## src/rtl/mem_test_pkg.sv

```systemverilog
// Shared definitions for the memory BIST controller: FSM state encoding
// and the test-pattern function used by both generator and comparator.
package mem_test_pkg;

  typedef enum logic [2:0] {
    IDLE  = 3'd0,
    WRITE = 3'd1,
    READ  = 3'd2,
    DRAIN = 3'd3,
    FIN   = 3'd4
  } bist_state_e;

  localparam logic [3:0] ERR_CNT_MAX = 4'd15;

  // Callers truncate to their data width; the low bits are (addr*2) mod 2^DW
  // and their inverse on the second pass.
  function automatic logic [31:0] pat_fn(input logic [31:0] addr, input logic pass);
    logic [31:0] p;
    p = addr << 1;
    return pass ? ~p : p;
  endfunction

endpackage

```

## src/rtl/mem_pat_gen.sv

```systemverilog
// Address counter with test-pattern lookup for the BIST controller.
module mem_pat_gen
  import mem_test_pkg::*;
#(
  parameter int AW = 4,
  parameter int DW = 4
) (
  input  logic          clk,
  input  logic          rst_n,
  input  logic          clr,
  input  logic          step,
  input  logic          pass,
  output logic [AW-1:0] addr,
  output logic [DW-1:0] pattern
);

  logic [AW-1:0] addr_q, addr_d;

  always_comb begin
    addr_d = addr_q;
    if (clr) begin
      addr_d = '0;
    end else if (step) begin
      addr_d = addr_q + 1'b1;
    end
  end

  always_ff @(posedge clk) begin
    if (!rst_n) begin
      addr_q <= '0;
    end else begin
      addr_q <= addr_d;
    end
  end

  assign addr = addr_q;
  // Pattern for the address loaded on the next edge, so the parent can
  // register write data in step with the address.
  assign pattern = DW'(pat_fn(32'(addr_d), pass));

endmodule

```

## src/rtl/mem_bist_ctrl.sv

```systemverilog
// March-style memory BIST: write/read/compare with a true then an inverted
// pattern, reporting a sticky error flag, first failing address and count.
module mem_bist_ctrl
  import mem_test_pkg::*;
#(
  parameter int DW    = 4,
  parameter int AW    = 4,
  parameter int DEPTH = 8
) (
  input  logic          clk,
  input  logic          rst_n,
  input  logic          start,
  output logic          busy,
  output logic          done,
  output logic          error,
  output logic [AW-1:0] err_addr,
  output logic [3:0]    err_count,
  output logic          mem_wen,
  output logic [AW-1:0] mem_addr,
  output logic [DW-1:0] mem_wdata,
  input  logic [DW-1:0] mem_rdata
);

  bist_state_e   state_q, state_d;
  logic          pass_q, pass_d;
  logic [AW-1:0] addr;
  logic [DW-1:0] pat_next;
  logic          last, step, clr;

  logic          busy_q, busy_d;
  logic          done_q, done_d;
  logic          error_q, error_d;
  logic [AW-1:0] err_addr_q, err_addr_d;
  logic [3:0]    err_count_q, err_count_d;
  logic          mem_wen_q, mem_wen_d;
  logic [DW-1:0] mem_wdata_q, mem_wdata_d;
  logic          cmp_valid_q, cmp_valid_d;
  logic [AW-1:0] cmp_addr_q, cmp_addr_d;
  logic [DW-1:0] cmp_exp_q, cmp_exp_d;
  logic          mismatch;

  always_comb begin
    last = (addr == AW'(DEPTH - 1));
    step = ((state_q == WRITE) || (state_q == READ)) && !last;
    clr  = !step;
  end

  mem_pat_gen #(
    .AW(AW),
    .DW(DW)
  ) u_pat_gen (
    .clk    (clk),
    .rst_n  (rst_n),
    .clr    (clr),
    .step   (step),
    .pass   (pass_d),
    .addr   (addr),
    .pattern(pat_next)
  );

  always_ff @(posedge clk) begin
    if (!rst_n) begin
      state_q <= IDLE;
      pass_q  <= 1'b0;
    end else begin
      state_q <= state_d;
      pass_q  <= pass_d;
    end
  end

  always_comb begin
    state_d = state_q;
    pass_d  = pass_q;
    case (state_q)
      IDLE: begin
        if (start) begin
          state_d = WRITE;
          pass_d  = 1'b0;
        end
      end
      WRITE: if (last) state_d = READ;
      READ:  if (last) state_d = DRAIN;
      DRAIN: begin
        if (!pass_q) begin
          state_d = WRITE;
          pass_d  = 1'b1;
        end else begin
          state_d = FIN;
        end
      end
      FIN:     state_d = IDLE;
      default: state_d = IDLE;
    endcase
  end

  // Outputs are registered from next-state values; compare runs one cycle
  // behind the address to line up with the memory's read latency.
  always_comb begin
    busy_d      = (state_d == WRITE) || (state_d == READ) || (state_d == DRAIN);
    done_d      = (state_d == FIN);
    mem_wen_d   = (state_d == WRITE);
    mem_wdata_d = mem_wen_d ? pat_next : '0;

    cmp_valid_d = (state_q == READ);
    cmp_addr_d  = addr;
    cmp_exp_d   = DW'(pat_fn(32'(addr), pass_q));
    mismatch    = cmp_valid_q && (mem_rdata != cmp_exp_q);

    error_d     = error_q;
    err_addr_d  = err_addr_q;
    err_count_d = err_count_q;
    if ((state_q == IDLE) && start) begin
      error_d     = 1'b0;
      err_addr_d  = '0;
      err_count_d = '0;
    end else if (mismatch) begin
      error_d = 1'b1;
      if (!error_q) err_addr_d = cmp_addr_q;
      if (err_count_q != ERR_CNT_MAX) err_count_d = err_count_q + 4'd1;
    end
  end

  always_ff @(posedge clk) begin
    if (!rst_n) begin
      busy_q      <= 1'b0;
      done_q      <= 1'b0;
      error_q     <= 1'b0;
      err_addr_q  <= '0;
      err_count_q <= '0;
      mem_wen_q   <= 1'b0;
      mem_wdata_q <= '0;
      cmp_valid_q <= 1'b0;
      cmp_addr_q  <= '0;
      cmp_exp_q   <= '0;
    end else begin
      busy_q      <= busy_d;
      done_q      <= done_d;
      error_q     <= error_d;
      err_addr_q  <= err_addr_d;
      err_count_q <= err_count_d;
      mem_wen_q   <= mem_wen_d;
      mem_wdata_q <= mem_wdata_d;
      cmp_valid_q <= cmp_valid_d;
      cmp_addr_q  <= cmp_addr_d;
      cmp_exp_q   <= cmp_exp_d;
    end
  end

  assign busy      = busy_q;
  assign done      = done_q;
  assign error     = error_q;
  assign err_addr  = err_addr_q;
  assign err_count = err_count_q;
  assign mem_wen   = mem_wen_q;
  assign mem_addr  = addr;
  assign mem_wdata = mem_wdata_q;

endmodule

```

## config.mk

```make
export PLATFORM = sky130hd
export DESIGN_NAME = mem_bist_ctrl
export DESIGN_NICKNAME = d
export VERILOG_FILES = /design/src/rtl/mem_test_pkg.sv /design/src/rtl/mem_pat_gen.sv /design/src/rtl/mem_bist_ctrl.sv
export SDC_FILE = /design/constraint.sdc
export NUM_CORES = 1
export LEC_CHECK = 0
export BUFFER_PORTS_ARGS = -buffer_cell sky130_fd_sc_hd__buf_2
export CELL_PAD_IN_SITES_DETAIL_PLACEMENT = 0
export CELL_PAD_IN_SITES_GLOBAL_PLACEMENT = 2
export CORE_MARGIN = 2
export CORE_UTILIZATION = 35
export CTS_CLUSTER_DIAMETER = 50
export DETAILED_ROUTE_END_ITERATION = 8
export HOLD_SLACK_MARGIN = 0.02
export PLACE_DENSITY = 0.85
export SETUP_SLACK_MARGIN = 0.3
export SLEW_MARGIN = 20
export SYNTH_ARGS = -nofsm -noshare
export SYNTH_HDL_FRONTEND = slang
export SYNTH_HIERARCHICAL = 1
export SYNTH_SLANG_ARGS = --single-unit
```

## constraint.sdc

```tcl
create_clock -name clk -period 4.5 [get_ports clk]
set_clock_uncertainty 0.2 [all_clocks]
set_input_delay 0.9 -clock clk [delete_from_list [all_inputs] [get_ports clk]]
set_output_delay 0.9 -clock clk [all_outputs]
set_load 0.01 [all_outputs]
```

# == Word-level counts from Yosys, hierarchy flattened ==
# Index checks and enable logic that the tools add are counted.
# totals
reg_bits,33
inputBits,7
output_inout_bits,20
elab_cells,55
# classes
addsub,2
eq_ne,10
n_mux,10
bitwise_logic,4
n_reduce_logical,14
# ops
op,n
"== test 3 x 2 -> 1 bit, second input constant",4
two-way mux 3 bit,4
two-way mux 4 bit,3
one-hot mux 3 bit (4 select lines),1
"adder 4 x 1 -> 4 bit, second input constant",2
NOT 4 bit,2
AND reduction 2 bit,4
"== test 3 x 1 -> 1 bit, second input constant",2
"== test 4 x 3 -> 1 bit, second input constant",1
inequality test 4 bit,1
"inequality test 4 bit, second input constant",1
"== test 3 bit, second input constant",1
logical AND 1 bit,3
zero test 3 bit,1
logical OR 1 bit,3
AND reduction 3 bit,1
NOT 1 bit,2
one-hot mux 1 bit (2 select lines),1
OR reduction 2 bit,1
zero test 1 bit,1
two-way mux 1 bit,1

# == Logic depth before layout (Yosys ltp) ==
# logic_depth
word_depth,6
depth_mapped,8
depth_no_buf,7

# == Cells and area by module ==
# The synthesis kept the hierarchy.
# by_module_without_submodules
mod,instances,cells_per_inst,area_each_um2,seq_area_each_um2
mem_bist_ctrl,1,118,1169.9,580.6
mem_pat_gen,1,25,222.7,80.1

# == Least setup slack after synthesis ==
# OpenSTA, ideal clock, no wires.
# synth_timing
path_kind,input to register
startpoint,input port mem_rdata[0]
endpoint,"register err_count_q[3], in the netlist err_count[3]"
setup_time_ps,67
arrival_ps,1874
required_time_ps,4233
setup_slack_ps,2359
cell_stages,4
path_buffers,0
path_cell_list,xor2_2 > o41ai_4 > or4_4 > a21oi_2
# synth_via
elab_chain_len,3
# synth_rtl
element,line_no,text
start: declaration,mem_bist_ctrl.sv:21,input logic [DW-1:0] mem_rdata
inequality test 4 bit,mem_bist_ctrl.sv:107,mismatch = cmp_valid_q && (mem_rdata != cmp_exp_q);
logical AND 1 bit,mem_bist_ctrl.sv:107,
AND reduction 2 bit (no source line),n/a,
end signal: assignment,mem_bist_ctrl.sv:140,err_count_q <= err_count_d;
end: declaration,mem_bist_ctrl.sv:34,"logic [3:0] err_count_q, err_count_d;"
# Every way passes these cells.
# A chain may end at the register's enable or synchronous reset.

# == Worst setup path in the final report ==
# layout_timing
startpoint,"register u_pat_gen.addr_q[0], in the netlist u_pat_gen/addr[0]"
endpoint,"register mem_wdata_q[2], in the netlist mem_wdata[2]"
# layout_via
elab_chain_len,6
elab_cells_between_ends,12
classes_between,add/sub (1); eq/ne (2); mux (5); bitwise (1); reduce/logical (3)
# layout_rtl
element,line_no,text
start: declaration,mem_pat_gen.sv:17,"logic [AW-1:0] addr_q, addr_d;"
start signal: assignment,mem_pat_gen.sv:32,addr_q <= addr_d;
== test 4 x 3 -> 1 bit *,mem_bist_ctrl.sv:43,last = (addr == AW'(DEPTH - 1));
zero test 1 bit *,mem_bist_ctrl.sv:44,step = ((state_q == WRITE) || (state_q == READ)) && !last;
logical AND 1 bit *,mem_bist_ctrl.sv:44,
net step,mem_bist_ctrl.sv:28,"logic last, step, clr;"
two-way mux 4 bit *,mem_pat_gen.sv:21,if (clr) begin
NOT 4 bit,mem_test_pkg.sv:20,return pass ? ~p : p;
two-way mux 4 bit *,mem_test_pkg.sv:20,
net pat_next[2],mem_bist_ctrl.sv:27,logic [DW-1:0] pat_next;
end signal: assignment,mem_bist_ctrl.sv:142,mem_wdata_q <= mem_wdata_d;
end: declaration,mem_bist_ctrl.sv:36,"logic [DW-1:0] mem_wdata_q, mem_wdata_d;"
# Mark *: on every way through the listed nets, which the timed path passes. The rest lies on a longest branch.

==> impl_results.md <==
* Largest fanout on the critical path at 7
* Final instance count without filler cells at 221
* Net count reported at finish at 181
* Post-synthesis sequential area ratio at 47.4%
* Hold Crit Class: flop to flop
* Number of inserted diodes at 0
* Uppermost layer routed: met4
* Internal power at 0.415 mW
* Antenna Violating Nets Remaining at 0
* First-pass iteration count of the detailed router at 4
* Overall Power at 0.546 mW
* Startpoint type of the worst setup path: flop
* Area added between synthesis and finish at 18.4%
* Met3 Wirelength at 139 um
* Setup violators final at 0
* Total negative slack for setup checks at 0 ns
* Worst voltage drop across the vdd grid at 0.201 mV
* Most used DFF post-synth: sky130_fd_sc_hd__dfxtp_1
* Global-route wire length before repair at 4660 um
* Final GP Congestion at 0.741
* Die width at 67.1 um
* Clock transition at path regs at 0.06 ns
* Post-Syn Area at 1390 um2
* CTS tree: yes
* Share of flip-flops with an asynchronous set or reset after synthesis at 0%
* Routed wirelength normalized by instance count at 12.0 um
* Vias per Instance at 4.83
* Count of max-cap constraint violations at 0
* Total number of placement rows at 22
* Number of pins with negative max-slew slack in the final report at 0
* Cell Count Post-Placement at 213
* Max transition margin at 63.8%
* Residual overflow from global routing at 0
* Pwr Density at 331 nW/um2
* Critical Path, Cell by Cell: and4b_1 > or3_1 > inv_1 > mux2i_1 > nor2_1 > xor2_1 > and2_1
* Share of total power in the clock network at 39.4%
* Detail Route met2 WL at 1230 um
* Clock latency reported for the late side of the worst-skew pair at 0.29 ns
* Count of unique library cells instantiated by Yosys at 38
* Sum of routed wire length over all layers at 2660 um
* Number of antenna violations at the first check in global routing at 0
* Number of synthesized flops with an enable pin at 0
* Overall fraction of global-route tracks in use at 14.1%
* Warnings from Yosys at 6
* Worst slew pin tran at 0.539 ns
* Outcome: complete, no violations
* Maximum single-stage delay on the critical path at 0.43 ns
* Critical path data required time at 4.48 ns
* Critical path arrival at 2.16 ns
* Count of pins on the block boundary at 27
* Y dimension of the die at 67.1 um
* Vias in the first global route at 1002
* Time the final worst path needs with I/O delays and setup at 2.18 ns
* Syn Nets at 152
* Post-Place Worst Slack at 2.17 ns
* Syn_area_per_cell at 9.74 um2
* Slowest cell on the critical path: sky130_fd_sc_hd__or3_1
* Total die area at 4500 um2
* Maximum clock rate at 0.458 GHz
* CTS Hold Buffers Added at 0
* Pin count of the biggest net entering global routing at 14
* Standard cell core area at 3740 um2
* Endpoint type of the worst setup path: flop
* Total DRC errors in the routed layout at 0
* Length of routed wiring on met1 at 1230 um
* Final Hold Vio Count at 0
* H-Tree Level Count at 2
* Static power due to leakage at 0.705 nW
* Cells resized by post-CTS repair at 0
* Maximum number of buffers from clock root to sink at 2
* Slack of the critical path at 2.32 ns
* Share of the core filled with cells in the final layout at 44.1%
* Detailed placement HPWL at 1900 um
* # Post-CTS Setup Buffers at 0
* Initial cell density of the core at 37.2%
* Routed vias at 1067
* Drt initial violations at 79
* Synthesized netlist cell count at 143
* Reg power frac at 54.8%
* Net Sw Power at 0.131 mW
* Post-route clock period utilization at 48.5%
* Root buffer cell: sky130_fd_sc_hd__clkbuf_8
* Start-to-end type of the worst setup path: flop to flop
* Synth Register Bits at 33
* Share of cells above drive strength 1 at 25.4%
* Part of the power in combinational logic at 5.8%
* Total CTS buffers at 5
* Switching share of total power at 24.0%
* Count of buffers from port buffering at 26
* Clk sinks at 33
* Setup repair after global routing missed its margin: false
==> cells in the mapped netlist, types with 3 or more instances <==
cell type | n | area share, %
sky130_fd_sc_hd__nand2_1 | 6 | 1.6
sky130_fd_sc_hd__xor2_2 | 4 | 4.7
sky130_fd_sc_hd__nor3_1 | 3 | 1.1
sky130_fd_sc_hd__a21oi_1 | 8 | 2.9
sky130_fd_sc_hd__nand2b_1 | 5 | 2.2
sky130_fd_sc_hd__inv_1 | 4 | 1.1
sky130_fd_sc_hd__xnor2_1 | 6 | 3.8
sky130_fd_sc_hd__dfxtp_1 | 33 | 47
sky130_fd_sc_hd__o21ai_0 | 6 | 2.2
sky130_fd_sc_hd__and2_1 | 9 | 4.0
sky130_fd_sc_hd__nand3_1 | 6 | 2.2
sky130_fd_sc_hd__xor2_1 | 4 | 2.5
sky130_fd_sc_hd__nor2_1 | 18 | 4.9
==> flip-flops by register name (all words and copies together) (netlist names) <==
name and count:
cmp_addr_q 4, cmp_exp_q 4, err_addr 4, err_count 4, mem_wdata 4, u_pat_gen/addr 4, state_q 3, busy 1
cmp_valid_q 1, done 1, error 1, mem_wen 1, pass_q 1
==> routing by layer <==
metal	vias up	GRT usage [%]
met5	-	0
met4	0	6.89
met3	6	5.57
met2	26	21.8
met1	494	16.9
li1	541	-
==> stage by stage <==
step | area [um2] | hold slack, ns
after detailed placement | 1560 | 0.237
after global placement | 1560 | 0.240
final | 1650 | 0.249
after floorplan | 1390 | 0.221
after CTS | 1650 | 0.255
after global routing | 1650 | 0.274
==> power by group through the flow <==
stage	sequential (mW)	clock (mW)	combinational, mW
finish	0.299	0.215	0.0318
global route	0.299	0.238	0.0358
CTS	0.299	0.223	0.0324
detailed placement	0.305	0	0.0321
global placement	0.305	0	0.0318
floorplan	0.304	0	0.0225
==> kinds of logic after synthesis <==
kind of cell | count (synthesis) | share of synthesized area (%)
adder cells (fa/ha/maj) | 2 | 1.80
multiplexers | 2 | 1.44
flip-flops | 33 | 47.4
buffers and inverters | 8 | 2.52
XOR/XNOR | 14 | 11.0
AO/OA/AOI/OAI | 26 | 13.9
AND/OR/NAND/NOR | 58 | 21.9
==> layout by cell type, fill, tap and decap left out, drive strengths merged, types with 2 or more instances in the layout <==
master	n
o41ai	2
clkinv	2
clkbuf	5
dfxtp	33
a21oi	9
nor3	3
nor2	18
xor2	8
xnor2	6
mux2i	2
or3	2
inv	4
o21ai	7
nand2b	5
nand3	6
nand2	6
and2	9
o41a	2
buf	26
ha	2
nor2b	2
==> layout make-up <==
type,count,area [um2]
clock inverter,3,17.5
clock buffer,5,68.8
sequential,33,661
timing repair buffer,26,130
inverter,4,15.0
multi-input combinational,102,697
fill,384,2090
tap,48,60.1
==> critical path, delay by kind of cell, from the launching register on <==
kind,cells,cell delay [ns]
flops,1,0.39
mux,1,0.26
simple gates,4,0.92
xor+xnor,1,0.14
buf+inv,1,0.17
==> final timing paths <==
kind,startpoint,endpoint,slack [ns],cells past startpoint
min,cmp_addr_q[1],err_addr[1],0.25,2
min reg2reg,cmp_addr_q[1],err_addr[1],0.25,2
max,u_pat_gen/addr[0],mem_wdata[2],2.32,7
max reg2reg,u_pat_gen/addr[0],mem_wdata[2],2.32,7
(Power assumes the default switching activity.)
